===== src/rtl/seq_count_pkg.sv =====
`default_nettype none
// ----------------------------------------------------------------------------
// seq_count_pkg : state encodings shared by the hit-sequence detector
// Rev 1.0
// ----------------------------------------------------------------------------
package seq_count_pkg;

  localparam int STATE_W = 2;

  localparam logic [STATE_W-1:0] START = 2'b00;
  localparam logic [STATE_W-1:0] COUNT = 2'b01;
  localparam logic [STATE_W-1:0] DONE  = 2'b10;

endpackage
`default_nettype wire


===== src/rtl/seq_count_ctr.sv =====
`default_nettype none
// ----------------------------------------------------------------------------
// seq_count_ctr : hit counter with synchronous clear, increment and hold
// Rev 1.0
// ----------------------------------------------------------------------------
module seq_count_ctr #(
  parameter int WIDTH = 4
) (
  input  logic             clk_i,
  input  logic             rst_ni,
  input  logic             clr_i,
  input  logic             inc_i,
  output logic [WIDTH-1:0] cnt_o
);

  localparam logic [WIDTH-1:0] C_ONE = WIDTH'(1);

  logic [WIDTH-1:0] cnt_q;
  logic [WIDTH-1:0] cnt_d;

  always_comb begin
    cnt_d = cnt_q;
    if (clr_i) begin
      cnt_d = '0;
    end else if (inc_i) begin
      cnt_d = cnt_q + C_ONE;
    end
  end

  always_ff @(posedge clk_i) begin
    if (!rst_ni) begin
      cnt_q <= '0;
    end else begin
      cnt_q <= cnt_d;
    end
  end

  assign cnt_o = cnt_q;

endmodule
`default_nettype wire


===== src/rtl/seq_count_fsm.sv =====
`default_nettype none
// ----------------------------------------------------------------------------
// seq_count_fsm : detects TARGET hits on din_i (consecutive or sparse), Moore flag
// Rev 1.0
// ----------------------------------------------------------------------------
module seq_count_fsm
  import seq_count_pkg::*;
#(
  parameter int WIDTH  = 4,
  parameter int TARGET = 2
) (
  input  logic               clk_i,
  input  logic               rst_ni,
  input  logic               din_i,
  input  logic               clear_i,
  input  logic               mode_consec_i,
  input  logic               mode_rearm_i,
  output logic               dout_o,
  output logic [WIDTH-1:0]   count_o,
  output logic [STATE_W-1:0] state_o
);

  localparam logic [WIDTH:0] C_TARGET = (WIDTH + 1)'(TARGET);
  localparam logic [WIDTH:0] C_ONE    = (WIDTH + 1)'(1);

  logic [STATE_W-1:0] state_q;
  logic [STATE_W-1:0] state_d;
  logic [WIDTH-1:0]   count_q;
  logic               ctr_clr_d;
  logic               ctr_inc_d;
  logic               w_last_hit;

  // Count is always 0 in START, so one comparison serves both START and COUNT.
  assign w_last_hit = (({1'b0, count_q} + C_ONE) == C_TARGET);

  always_comb begin
    state_d   = state_q;
    ctr_clr_d = 1'b0;
    ctr_inc_d = 1'b0;
    if (clear_i) begin
      state_d   = START;
      ctr_clr_d = 1'b1;
    end else begin
      case (state_q)
        START: begin
          if (din_i) begin
            ctr_inc_d = 1'b1;
            state_d   = w_last_hit ? DONE : COUNT;
          end
        end
        COUNT: begin
          if (din_i) begin
            ctr_inc_d = 1'b1;
            if (w_last_hit) begin
              state_d = DONE;
            end
          end else if (mode_consec_i) begin
            state_d   = START;
            ctr_clr_d = 1'b1;
          end
        end
        DONE: begin
          if (mode_rearm_i) begin
            state_d   = START;
            ctr_clr_d = 1'b1;
          end
        end
        default: begin
          state_d   = START;
          ctr_clr_d = 1'b1;
        end
      endcase
    end
  end

  always_ff @(posedge clk_i) begin
    if (!rst_ni) begin
      state_q <= START;
    end else begin
      state_q <= state_d;
    end
  end

  seq_count_ctr #(
    .WIDTH (WIDTH)
  ) u_ctr (
    .clk_i  (clk_i),
    .rst_ni (rst_ni),
    .clr_i  (ctr_clr_d),
    .inc_i  (ctr_inc_d),
    .cnt_o  (count_q)
  );

  assign dout_o  = (state_q == DONE);
  assign count_o = count_q;
  assign state_o = state_q;

endmodule
`default_nettype wire


===== config.mk =====
export PLATFORM = sky130hd
export DESIGN_NAME = seq_count_fsm
export DESIGN_NICKNAME = d
export VERILOG_FILES = /design/src/rtl/seq_count_pkg.sv /design/src/rtl/seq_count_ctr.sv /design/src/rtl/seq_count_fsm.sv
export SDC_FILE = /design/constraint.sdc
export NUM_CORES = 1
export LEC_CHECK = 0
export ABC_AREA = 1
export CORE_AREA = 2 2 39 41
export CTS_BUF_LIST = sky130_fd_sc_hd__clkbuf_8 sky130_fd_sc_hd__clkbuf_16
export CTS_CLUSTER_DIAMETER = 200
export DETAILED_ROUTE_END_ITERATION = 8
export DIE_AREA = 0 0 41 43
export HOLD_SLACK_MARGIN = 0.12
export PLACE_DENSITY_LB_ADDON = 0.2
export SYNTH_ARGS = -nofsm -noshare
export SYNTH_HDL_FRONTEND = slang
export SYNTH_SLANG_ARGS = --single-unit

===== constraint.sdc =====
create_clock -name clk_i -period 3.1 [get_ports clk_i]
set_input_delay 0.31 -clock clk_i [delete_from_list [all_inputs] [get_ports clk_i]]
set_output_delay 0.31 -clock clk_i [all_outputs]
set_load 0.05 [all_outputs]

* Word-level counts from Yosys, hierarchy flattened
Cells that the tools add are included.
** Cells by class
- Add/subtract/negate cells :: 2
- Equality and inequality tests :: 7
- Mux-type cells :: 15
- Bitwise gates (word level) :: 1
- Reduce and logical (&&, ||, !) cells :: 5
** Operators with widths (count)
- $mux 2 :: 6
- $mux 1 :: 7
- $ne 3x3->1 const B :: 2
- $pmux 2 s3 :: 1
- $reduce_or 2->1 :: 3
- $add 4x1->5 const B :: 1
- $eq 5x2->1 const B :: 1
- $add 4x1->4 const B :: 1
- $ne 2x2->1 const B :: 2
- $reduce_and 4->1 :: 1
- $pmux 1 s3 :: 1
- $eq 2x1->1 const B :: 1
- $eq 2x2->1 const B :: 1
- $logic_not 2->1 :: 1
- $not 1->1 :: 1
** Word-level totals
- Flip-flop bits (word level) :: 6
- Bits of input ports :: 6
- Output and inout port bits :: 7
- Logic and storage cells :: 32

* Logic depth before layout (Yosys ltp)
- Word-level depth :: 5
- Mapped depth :: 9
- Depth with buffers taken out :: 9

* Modules after synthesis
A second synthesis with hierarchy kept.
** Second synthesis, totals
- Cell total of the unflattened synthesis :: 58
- Area total of the unflattened synthesis :: 360.3 um^2
** Modules (own cells, without submodules)
- seq_count_fsm :: times used 1, cells an instance 35, area an instance 190.2 um^2, seq. area each 40.0 um^2
- seq_count_ctr :: times used 1, cells an instance 23, area an instance 170.2 um^2, seq. area each 80.1 um^2

* Least setup slack after synthesis
OpenSTA, ideal clock, no wires.
- Path type :: register -> output
- Start point :: register state_q[1] (netlist: state_o[1])
- End point :: output port dout_o
- Data arrival time :: 1449 ps
- Data required time :: 2790 ps
- Setup slack :: 1341 ps
- Cell stages (with the launch flop) :: 3
- Path buffers :: 0
- Cells stage by stage :: dfxtp_1 -> inv_2 -> nor2_1
** Between the ends
- Word-level cells in the longest chain between the ends :: 1
** RTL lines
- start, declared :: RTL line seq_count_fsm.sv:26 : logic [STATE_W-1:0] state_q;
- start signal, assigned :: RTL line seq_count_fsm.sv:80 : state_q <= state_d;
- $eq 2x2->1 :: RTL line seq_count_fsm.sv:94 : assign dout_o = (state_q == DONE);
- end, declared :: RTL line seq_count_fsm.sv:18 : output logic dout_o,
No other way between the ends.

* Worst setup path after layout
Ends and elaborated chain as after synthesis.

==> results.sh <==
export IMPL_status="finished, final reports clean"
export IMPL_clkSlewWorstSetupHoldPaths_ns=0.04
export IMPL_cts_sinks=6
export IMPL_cts_setup_buffers=0
export IMPL_gp_congestion=0.780
export IMPL_vias=403
export IMPL_synth_nets=67
export IMPL_ys_ff_latch=6
export IMPL_routed_wl_um=774
export IMPL_place_area_um2=527
export IMPL_die_h_um=43
export IMPL_r2r_slack_ns=1.90
export IMPL_crit_type="reg -> out"
export IMPL_vdd_drop_max_v=0.000255
export IMPL_grt_setup_unrepaired="false"
export IMPL_dpl_hpwl_um=618
export IMPL_r2r_end="state_o[0]"
export IMPL_synth_warnings=0
export IMPL_grt_first_pass_wirelength_mm=1.32
export IMPL_worstPathRequired_ns=2.79
export IMPL_syn_avg_cell_area_um2=6.55
export IMPL_cts_root_buf="clkbuf_8"
export IMPL_dieArea_um2=1760
export IMPL_ff_latch_area_um2=120
export IMPL_hp_start="u_ctr.cnt_o[3]"
export IMPL_portBuffers=12
export IMPL_first_pass_iters=4
export IMPL_tightest_slew_ns=0.497
export IMPL_synth_cell_types=17
export IMPL_synth_top_area_frac=0.311
export IMPL_syn_inst=59
export IMPL_yosys_area_top_type="dfxtp_1"
export IMPL_cts_tree="yes"
export IMPL_antenna_left=0
export IMPL_cts_buffers_inserted=3
export IMPL_dpl_cell_count=87
export IMPL_syn_area_um2=387
export IMPL_core_area_um2=1380
export IMPL_diodes=0
export IMPL_cp_max_fo=4
export IMPL_fmax_mhz=525
export IMPL_fin_crit_ns=1.90
export IMPL_multiInputGateArea_um2=214
export IMPL_maxCapViolCount=0
export IMPL_nets=84
export IMPL_start_util=0.279
export IMPL_period_share=0.614
export IMPL_hold_end="u_ctr.cnt_o[3]"
export IMPL_ys_seq_area_frac=0.311
export IMPL_regToRegStartpoint="u_ctr.cnt_o[0]"
export IMPL_clk_path_buf_depth=2
export IMPL_r2r_cells=8
export IMPL_areaGrowthSynthToFinish_pct=46.9
export IMPL_drive_above_1_share=0.122
export IMPL_hold_violations=0
export IMPL_drv_slew=0
export IMPL_vias_per_cell=4.48
export IMPL_hold_depth=2
export IMPL_grt_pass1_vias=315
export IMPL_drc=0
export IMPL_synth_area_top_cells="dfxtp_1 31%, nand2_1 14%, inv_1 12%"
export IMPL_crit_path_start_kind="register"
export IMPL_io_pins=13
export IMPL_wl_per_cell_um=8.60
export IMPL_hold_class="reg -> reg"
export IMPL_worstPathArrival_ns=1.59
export IMPL_cts_repair_resized=0
export IMPL_skew_ns=0.000530
export IMPL_leakagePower_nw=0.265
export IMPL_endpoint_kind="output pin"
export IMPL_power_density_nw_per_um2=409
export IMPL_fin_util=0.410
export IMPL_fin_setup_tns_ns=0
export IMPL_setup_violations=0
export IMPL_die_x_um=41
export IMPL_cts_hold_buf=0
export IMPL_fillers=137
export IMPL_final_cell_count_no_fill=90
export IMPL_grt_max_degree=8
export IMPL_placementRows=14
export IMPL_clk_latency_ns=0.22
export IMPL_antenna_found_initial=0
export IMPL_htreeDepth=1
export IMPL_drt_iter0_drc=5
export IMPL_stdcell_area_um2=568
export IMPL_relSlewSlack=0.668
export IMPL_grt_ovfl_total=0
export IMPL_grtUsageTotal=0.115
## critical path: stages (launching register included)
cell             delay [ns]
dfxtp_1                0.40
inv_2                  0.08
nor2_1                 0.09
clkdlybuf4s50_1        0.81
## layout make-up
type | count | area share
clock buffers | 3 | 0.0727
inverters | 14 | 0.0925
multi-input cells | 39 | 0.377
flip-flops and latches | 6 | 0.211
well taps | 16 | 0.0352
repair buffers | 12 | 0.211
## layout by cell type, fill, tap and decap left out
cell,instances
ha_1,2
o21a_1,1
a21oi_1,2
nor2_1,6
nand4_1,1
nand2_1,14
o21ai_2,1
o21ai_0,1
clkbuf_8,3
inv_2,2
nand3_1,5
nand3_2,1
nor3_1,1
o211ai_2,1
nand2_2,1
clkdlybuf4s50_1,12
inv_1,12
xnor2_1,2
dfxtp_1,6
## how the worst max path moves through the flow
stage	startpoint	endpoint	depth (start not counted)
3_3_place_gp	state_o[1]	dout_o	3
2_1_floorplan	state_o[1]	dout_o	2
3_5_place_dp	state_o[1]	dout_o	3
6_report	state_o[1]	dout_o	3
4_1_cts	state_o[1]	dout_o	3
5_1_grt	state_o[1]	dout_o	3
## Yosys cell counts, drive strengths merged
master,number
nand4,1
o21a,1
nand3,6
o211ai,1
nor3,1
inv,14
o21ai,2
ha,2
nor2,6
a21oi,2
dfxtp,6
nand2,15
xnor2,2
## per-stage QoR
stage	setup slack [ns]	total power [mW]	hold slack [ns]
6_report	1.20	0.232	0.510
5_1_grt	1.11	0.244	0.528
4_1_cts	1.19	0.235	0.515
3_5_place_dp	1.44	0.114	0.510
3_3_place_gp	1.47	0.114	0.503
2_1_floorplan	1.34	0.101	0.500
## cell families after synthesis
kind of cell    share of synthesized area
compound gates                      0.113
flops                               0.311
simple gates                        0.330
fa+ha+maj                          0.0647
buf+inv                             0.136
xor+xnor                           0.0453
## state kept, by name, summed over array words and instances (netlist names)
signal       count
state_o          2
u_ctr.cnt_o      4
## where the power goes
| group | switching (mW) | internal [mW] | total [mW] | leakage [nW] |
|---|---|---|---|---|
| Sequential | 0.00257 | 0.0791 | 0.0817 | 0.0486 |
| Combinational | 0.0171 | 0.0137 | 0.0309 | 0.194 |
| Clock | 0.0362 | 0.0837 | 0.120 | 0.0216 |
| Total | 0.0559 | 0.177 | 0.232 | 0.265 |
## metal layers
metal | GRT usage | vias up | part of all wire
met3 | 0.0314 | 2 | 0.056
li1 | - | 214 | -
met1 | 0.152 | 176 | 0.48
met2 | 0.144 | 11 | 0.44
met5 | 0 | - | 0
met4 | 0.100 | 0 | 0.021
(Power assumes the default switching activity.)
